<file path="src/rtl/e1_tx_bd_seq.sv">
// e1_tx_bd_seq: autonomous TX BD ring sequencer (host commit/ack, BD submit, in-order completion check, IRQ); E1_TX_BD_SEQ_IRQ_COAL_EN gates the done IRQ on ctrl_irq_thr
module e1_tx_bd_seq #(
  parameter int MFW = 7,
  parameter int MAX_INFLIGHT = 4
) (
  input  logic           clk,
  input  logic           rst,
  input  logic           ctrl_ena,
  input  logic [MFW-1:0] ctrl_start_mf,
  input  logic [1:0]     ctrl_crc_e,
  input  logic [3:0]     ctrl_irq_thr,
  input  logic           host_commit,
  input  logic           host_ack,
  output logic [MFW+1:0] bdi_data,
  output logic           bdi_wren,
  input  logic           bdi_full,
  input  logic [MFW-1:0] bdo_data,
  output logic           bdo_rden,
  input  logic           bdo_empty,
  output logic [1:0]     st_state,
  output logic [3:0]     st_inflight,
  output logic [MFW:0]   st_done_cnt,
  output logic           st_starve,
  output logic           st_seq_err,
  output logic           st_commit_ovf,
  output logic           irq
);
  localparam logic [1:0] IDLE = 2'd0, RUN = 2'd1, DRAIN = 2'd2, ERR = 2'd3;
  localparam logic [MFW+1:0] RING = (MFW+2)'(1) << MFW;
  logic [1:0] state_q, state_d;
  logic [MFW-1:0] wr_ptr_q, wr_ptr_d, done_ptr_q, done_ptr_d;
  logic [MFW:0] commit_cnt_q, commit_cnt_d, done_cnt_q, done_cnt_d;
  logic [3:0] inflight_q, inflight_d;
  logic [MFW+1:0] bdi_data_q, bdi_data_d;
  logic submitted_q, submitted_d, starve_q, starve_d, seq_err_q, seq_err_d, ovf_q, ovf_d;
  logic bdi_wren_q, bdi_wren_d, bdo_rden_q, bdo_rden_d, irq_q, irq_d;
  logic start, live, sub, pop, ok, bad, acc, done_irq;
`ifdef E1_TX_BD_SEQ_IRQ_COAL_EN
  logic [3:0] thr;
  assign thr = ctrl_irq_thr == 4'd0 ? 4'd1 : ctrl_irq_thr;
  assign done_irq = {4'd0, done_cnt_q} >= {{(MFW+1){1'b0}}, thr};
`else
  logic unused_thr;
  assign unused_thr = ^ctrl_irq_thr;
  assign done_irq = done_cnt_q != '0;
`endif
  always_comb begin
    start = state_q == IDLE && ctrl_ena;
    live = state_q == RUN || state_q == DRAIN;
    sub = state_q == RUN && ctrl_ena && commit_cnt_q != '0 && inflight_q < 4'(MAX_INFLIGHT) && !bdi_full && !bdi_wren_q;
    pop = state_q != IDLE && !bdo_empty && !bdo_rden_q;
    ok = pop && live && bdo_data == done_ptr_q;
    bad = pop && live && bdo_data != done_ptr_q;
    acc = state_q == RUN && host_commit && ({1'b0, commit_cnt_q} + {1'b0, done_cnt_q} + (MFW+2)'(inflight_q) < RING);
    state_d = bad ? ERR :
              state_q == IDLE ? (ctrl_ena ? RUN : IDLE) :
              state_q == RUN ? (ctrl_ena ? RUN : DRAIN) :
              state_q == DRAIN ? (inflight_q == 4'd0 ? IDLE : DRAIN) :
              (ctrl_ena ? ERR : IDLE);
    wr_ptr_d = start ? ctrl_start_mf : wr_ptr_q + MFW'(sub);
    done_ptr_d = start ? ctrl_start_mf : done_ptr_q + MFW'(ok);
    commit_cnt_d = (start || (state_q == RUN && !ctrl_ena)) ? '0 : commit_cnt_q + (MFW+1)'(acc) - (MFW+1)'(sub);
    inflight_d = start ? 4'd0 : inflight_q + 4'(sub) - 4'(ok);
    done_cnt_d = start ? '0 :
                 (ok && host_ack) ? done_cnt_q :
                 ok ? (done_cnt_q == RING[MFW:0] ? done_cnt_q : done_cnt_q + 1'b1) :
                 (host_ack && done_cnt_q != '0) ? done_cnt_q - 1'b1 : done_cnt_q;
    submitted_d = !start && (submitted_q || sub);
    starve_d = !start && (starve_q || (state_q == RUN && inflight_q == 4'd0 && commit_cnt_q == '0 && submitted_q));
    seq_err_d = !start && (seq_err_q || bad);
    ovf_d = !start && (ovf_q || (state_q == RUN && host_commit && !acc));
    bdi_wren_d = sub;
    bdi_data_d = sub ? {ctrl_crc_e, wr_ptr_q} : bdi_data_q;
    bdo_rden_d = pop;
    irq_d = done_irq || starve_q || seq_err_q || ovf_q;
  end
  always_ff @(posedge clk) begin
    if (rst) begin
      state_q <= IDLE;
      wr_ptr_q <= '0;
      done_ptr_q <= '0;
      commit_cnt_q <= '0;
      done_cnt_q <= '0;
      inflight_q <= '0;
      bdi_data_q <= '0;
      submitted_q <= 1'b0;
      starve_q <= 1'b0;
      seq_err_q <= 1'b0;
      ovf_q <= 1'b0;
      bdi_wren_q <= 1'b0;
      bdo_rden_q <= 1'b0;
      irq_q <= 1'b0;
    end else begin
      state_q <= state_d;
      wr_ptr_q <= wr_ptr_d;
      done_ptr_q <= done_ptr_d;
      commit_cnt_q <= commit_cnt_d;
      done_cnt_q <= done_cnt_d;
      inflight_q <= inflight_d;
      bdi_data_q <= bdi_data_d;
      submitted_q <= submitted_d;
      starve_q <= starve_d;
      seq_err_q <= seq_err_d;
      ovf_q <= ovf_d;
      bdi_wren_q <= bdi_wren_d;
      bdo_rden_q <= bdo_rden_d;
      irq_q <= irq_d;
    end
  end
  assign bdi_data = bdi_data_q;
  assign bdi_wren = bdi_wren_q;
  assign bdo_rden = bdo_rden_q;
  assign st_state = state_q;
  assign st_inflight = inflight_q;
  assign st_done_cnt = done_cnt_q;
  assign st_starve = starve_q;
  assign st_seq_err = seq_err_q;
  assign st_commit_ovf = ovf_q;
  assign irq = irq_q;
endmodule

</file>
<file path="config.mk">
export PLATFORM = sky130hd
export DESIGN_NAME = e1_tx_bd_seq
export DESIGN_NICKNAME = d
export VERILOG_FILES = /design/src/rtl/e1_tx_bd_seq.sv
export SDC_FILE = /design/constraint.sdc
export NUM_CORES = 1
export LEC_CHECK = 0
export ABC_AREA = 1
export ABC_CLOCK_PERIOD_IN_PS = 3250
export BUFFER_PORTS_ARGS = -buffer_cell sky130_fd_sc_hd__buf_2
export CORE_MARGIN = 3
export CORE_UTILIZATION = 35
export DETAILED_ROUTE_END_ITERATION = 10
export GPL_TIMING_DRIVEN = 0
export PLACE_DENSITY_LB_ADDON = 0.2
export SYNTH_ARGS = -nofsm -noshare
export SYNTH_HDL_FRONTEND = slang
export SYNTH_SLANG_ARGS = --single-unit
</file>
<file path="constraint.sdc">
create_clock -name clk -period 3.25 [get_ports clk]
set_input_delay 0.1625 -clock clk [delete_from_list [all_inputs] [get_ports clk]]
set_output_delay 0.1625 -clock clk [all_outputs]
set_load 0.005 [all_outputs]
</file>
* Word-level counts from Yosys, hierarchy flattened
Cells that the tools add are included.
** Word-level totals
- Bits in writable memories :: 0
- Memories :: 0
- Bits in read-only memories :: 0
- Flip-flop bits (word level) :: 52
- Bits in latches :: 0
- Output and inout bits :: 29
- Bits of input ports :: 27
** Operators by class
- Shift operators :: 0
- Order comparisons :: 2
- Reduce and logical (&&, ||, !) cells :: 50
- Bitwise gates (word level) :: 1
- Equal/unequal tests :: 6
- Add/sub/neg operators :: 10
- Muxes and demuxes :: 13
- Multipliers :: 0
- Divide/modulo/power cells :: 0
** Operator list (count)
- $logic_and 1x1->1 :: 24
- $mux 8 :: 3
- $reduce_bool 8->1 :: 2
- $add 7x1->7 :: 2
- $mux 2 :: 7
- $mux 7 :: 2
- $add 8x8->9 :: 1
- $add 9x4->9 :: 1
- $logic_or 1x1->1 :: 9
- $lt 9x8->1 const B :: 1
- $add 8x1->8 :: 1
- $add 8x1->8 const B :: 1
- $eq 8x8->1 const B :: 1
- $logic_not 8->1 :: 1
- $sub 8x1->8 :: 1
- $sub 8x1->8 const B :: 1
- $eq 7x7->1 :: 1
- $logic_not 1->1 :: 7
- $ne 7x7->1 :: 1
- $add 4x1->4 :: 1
- $logic_not 4->1 :: 1
- $lt 4x3->1 const B :: 1
- $reduce_bool 2->1 :: 2
- $reduce_or 2->1 :: 2
- 8 further kinds :: 8

* Depth between registers and ports, before layout
- Depth in word-level cells :: 8
- Mapped depth :: 25

* Least setup slack after synthesis
OpenSTA, ideal clock, no wires.
- Kind :: reg-to-reg
- Start :: register done_cnt_q[3], in the netlist st_done_cnt[3]
- End :: register commit_cnt_q[6]
- Required time :: 3.131 ns
- Setup slack :: -0.031 ns
- Setup time :: 0.119 ns
- Data arrival time :: 3.161 ns
- Cell stages (with the launch flop) :: 23
- Path buffers :: 0
- Period minus slack after synthesis :: 3.281 ns
- Cell sequence :: dfxtp_1 fa_1 ha_1 a21oi_1 nand2_1 nand2_1 nand3b_1 nand2_1 nand3_1 ha_1 inv_1 ha_1 fa_1 nand2_1 inv_1 o21ai_0 nand2_1 nand2_1 nand2_1 nand2_1 nand2_1 o21ai_0 a21oi_1
** On the way
- Word-level cells in the longest chain between the ends :: 6
** Ends and longest elaborated chain
- start: declaration :: RTL line 32 : logic [MFW:0] commit_cnt_q, commit_cnt_d, done_cnt_q, done_cnt_d;
- start signal: assignment :: RTL line 98 : done_cnt_q <= done_cnt_d;
- $add 8x8->9 :: RTL line 54 : acc = state_q == RUN && host_commit && ({1'b0, commit_cnt_q} + {1'b0, done_cnt_q} + (MFW+2)'(inflight_q) < RIN ...
- $add 9x4->9 :: RTL line 54
- $lt 9x8->1 :: RTL line 54
- $logic_and 1x1->1 :: RTL line 54
- $add 8x1->8 :: RTL line 62 : commit_cnt_d = (start || (state_q == RUN && !ctrl_ena)) ? '0 : commit_cnt_q + (MFW+1)'(acc) - (MFW+1)'(sub);
- $sub 8x1->8 :: RTL line 62
- end signal: assignment :: RTL line 97 : commit_cnt_q <= commit_cnt_d;
- end: declaration :: RTL line 32
No other way between the ends.
A chain may end at the register's enable or synchronous reset.

* Worst setup path in the final report
- Start :: register inflight_q[3], in the netlist st_inflight[3]
- End :: register ovf_q, in the netlist st_commit_ovf
** On the way
- Word-level cells in the longest chain between the ends :: 7
** Ends and longest elaborated chain
- start: declaration :: RTL line 33 : logic [3:0] inflight_q, inflight_d;
- start signal: assignment :: RTL line 99 : inflight_q <= inflight_d;
- $add 9x4->9 :: RTL line 54
- $lt 9x8->1 :: RTL line 54
- $logic_and 1x1->1 :: RTL line 54
- $logic_not 1->1 :: RTL line 71 : ovf_d = !start && (ovf_q || (state_q == RUN && host_commit && !acc));
- $logic_and 1x1->1 :: RTL line 71
- $logic_or 1x1->1 :: RTL line 71
- $logic_and 1x1->1 :: RTL line 71
- end signal: assignment :: RTL line 104 : ovf_q <= ovf_d;
- end: declaration :: RTL line 35 : logic submitted_q, submitted_d, starve_q, starve_d, seq_err_q, seq_err_d, ovf_q, ovf_d;
No other way between the ends.

==> metrics <==
result of the run complete, but fails checks; violated checks setup timing; syn_nets 545; post-synthesis register bit count 52; max-slew violation total from the final report 0; I/O pin count 56; antenna violations before repair 0; worst slew margin relative to its limit 67.2%; reg2reg start st_inflight[3]; wire length of the first global-routing pass 14000 um; register clock-pin slew on the reported worst setup and hold paths 0.10 ns; area of the die 10800 um2; area growth from synthesis to layout 24.9%; setup slack of the most critical reg-to-reg path -0.14 ns; fraction of synthesis flops using an asynchronous set or reset pin 0%; area fraction of the dominant cell type after synthesis 30.9%; share of cells above drive strength 1 24.9%; worst hold stages 3; Tightest Hold Check Type input port to flip-flop; count of max-cap constraint violations 0; Avg Synthesized Cell Area 7.15 um2; Post-Syn Area 3370 um2; floorplan row count 35; Worst IR Drop VDD 0.192 mV; initial cell density of the core 36.3%; GR Util All Layers 15.7%; Setup-failing EPs final 3; final non-filler cell area 4200 um2; nature of the critical path endpoint flip-flop; crit path kind flip-flop to flip-flop; crit-path cells fa_2 -> ha_4 -> a21oi_2 -> nand2_1 -> nand2_1 -> nand2_1 -> nand2_1 -> nand2_2 -> buf_4 -> buf_6 -> buf_4 -> buf_4 -> buf_4 -> buf_4 -> buf_4 -> buf_4 -> buf_4 -> buf_4 -> buf_4 -> buf_4 -> buf_6 -> nand2_1 -> nand2_1 -> a21oi_2; total number of vias 3109; half-perimeter wire length after detailed placement 6350 um; antenna cell count 0; clock root buffer sky130_fd_sc_hd__clkbuf_8; Critical Path AT 3.64 ns; cell type of the slowest stage on the worst timing path sky130_fd_sc_hd__fa_2; Clock Latency Late Sink 0.31 ns; number of sinks handled by clock tree synthesis 52; cell area after placement 3780 um2; delay of the slowest cell on the worst path 0.59 ns; Final Wtd Congestion 0.791; power per standard cell area 538 nW/um2; Num CTS Buffers 5; first-pass iteration count of the detailed router 4; Critical Path Most Common Cell sky130_fd_sc_hd__buf_4; met3 demand-to-capacity share in global routing 3.35%; Die Ht 104 um; unrepaired setup endpoints after global routing yes; cell count after synthesis 471; largest fanout on the critical path 3; Worst Hold End bdi_data[7]; number of hold buffers added after CTS 0; count of routing violations after the opening detailed-route iteration 119; wire length after detailed routing 8380 um; final cycle utilization of the critical path 104%; depth of the most critical reg-to-reg path 24; buffers from clock root to sink, at most 2; required time reported for the critical path endpoint 3.50 ns; reported leakage power 2.02 nW; post-route minimum period 3.39 ns; maximum clock frequency 295 MHz; post-synthesis cell type with the largest combined area sky130_fd_sc_hd__dfxtp_1; TritonCTS clock tree built; Worst Path Buf+Inv 13; Primary FF master, synth sky130_fd_sc_hd__dfxtp_1; DRC errors left 0; Critical Path Start Type flip-flop; Vias/cell 4.57; Clock Skews 0.00657 ns; total global routing overflow 0; floorplan core area 9280 um2; Post-Route Hold Slack 0.0970 ns; worst-margin pin slew 0.492 ns; busiest metal layer after global routing met2; drt wl/cell 12.3 um; cell with the most instances after synthesis sky130_fd_sc_hd__nand2_1; reg-to-reg endpoint st_commit_ovf; Distinct cells, synth 35; buffers added on ports 51; number of flops mapped to enable cells by yosys 0; maximum number of pins on one net before global-route repair 17; global-route track usage on met1 20.9%; most frequent cells after synthesis 102 x sky130_fd_sc_hd__nand2_1, 72 x sky130_fd_sc_hd__inv_1, 59 x sky130_fd_sc_hd__nor2_1; minimum setup slack in the final design -0.137 ns; share of the yosys chip area belonging to registers 30.9%; ranking of synthesized cells by area sky130_fd_sc_hd__dfxtp_1 31%, sky130_fd_sc_hd__ha_1 15%, sky130_fd_sc_hd__nand2_1 11%; depth of the CTS H-tree 2; Synth Warn # 0; final hold violation count 0; met2 Usage GRT 26.1%; antenna-violating nets left 0; final-stage net count 624; hold path start ctrl_crc_e[0]; width of the die 104 um; family of cells with the greatest summed delay on the critical path buffers and inverters; number of global-route vias before repair 2923
logic make-up (layout without fill, tap and decap cells):
kind of cell    after synthesis  count (layout)  synth area share (%)
buf+inv                      83             163                  9.62
flops                        52              52                  30.9
simple gates                203             203                  25.9
xor+xnor                     13              13                  3.38
compound gates               73              73                  11.4
fa+ha+maj                    47              47                  18.8
layout make-up:
type                    count  area (um2)
plain buffers               5        31.3
fillers                   976        5080
clock buffers               6        72.6
repair buffers             72         424
clock inverters             2        16.3
multi-input cells         336        2140
inverters                  78         293
flip-flops and latches     52        1070
well taps                 129         161
layer usage:
layer  share of wire, %  vias to the layer above
met5                  0                        -
met4                1.2                        0
met1                 48                     1394
met2                 47                       49
li1                   -                     1658
met3                3.4                        8
sequential cells by signal, indices dropped and copies added, names as in the netlist:
signal and cells:
irq 1, st_commit_ovf 1, commit_cnt_q 8, bdi_data 9, wr_ptr_q 7, st_seq_err 1, submitted_q 1, done_ptr_q 7
bdo_rden 1, st_state 2, st_starve 1, st_done_cnt 8, st_inflight 4, bdi_wren 1
power by group:
part	internal (mW)	switching (mW)	total [mW]	leakage, nW
clock network	0.154	0.239	0.393	0.0414
registers	0.723	0.0839	0.807	0.430
logic	0.455	0.606	1.06	1.55
worst min-delay path: stages:
cell	delay (ns)
sky130_fd_sc_hd__buf_2	0.07
sky130_fd_sc_hd__o21ai_0	0.07
sky130_fd_sc_hd__nor2_1	0.08
cells in the final DEF, fill, tap and decap left out, drive strengths merged, types with 2 or more instances in the layout:
| cell | instances |
|---|---|
| nand2 | 105 |
| inv | 78 |
| buf | 75 |
| nor2 | 61 |
| dfxtp | 52 |
| ha | 41 |
| a21oi | 34 |
| o21ai | 33 |
| nand3 | 25 |
| xnor2 | 8 |
| clkbuf | 8 |
| fa | 6 |
| xor2 | 5 |
| nor3 | 3 |
| nand4 | 2 |
| nand3b | 2 |
| o22ai | 2 |
| or2 | 2 |
worst max path at each step:
stage / startpoint / endpoint / cells after the start
6_report: st_inflight[3] / st_commit_ovf / 24
5_1_grt: st_inflight[3] / commit_cnt_q[6] / 22
4_1_cts: st_done_cnt[3] / commit_cnt_q[6] / 22
3_5_place_dp: st_done_cnt[2] / commit_cnt_q[6] / 24
3_3_place_gp: st_done_cnt[2] / commit_cnt_q[6] / 24
2_1_floorplan: st_inflight[3] / commit_cnt_q[6] / 22
through the flow:
step	setup WS (ns)	TNS [ns]	util [%]	power (mW)	std cells
final	-0.137	-0.378	45.3	2.26	680
after CTS	-0.0652	-0.0783	43.5	2.18	674
after detailed placement	-0.369	-0.536	40.8	1.73	651
after floorplan	0.0103	0	-	1.48	471
after global routing	-0.310	-0.922	45.3	2.48	680
after global placement	-0.364	-0.529	40.8	1.72	651
repair_timing:
item | CTS | global route
pin swaps | 11 | 23
buffers inserted | 16 | 7
gates resized for setup | 20 | 30
endpoints found under the setup margin | 2 | 4
(Power assumes the default switching activity.)
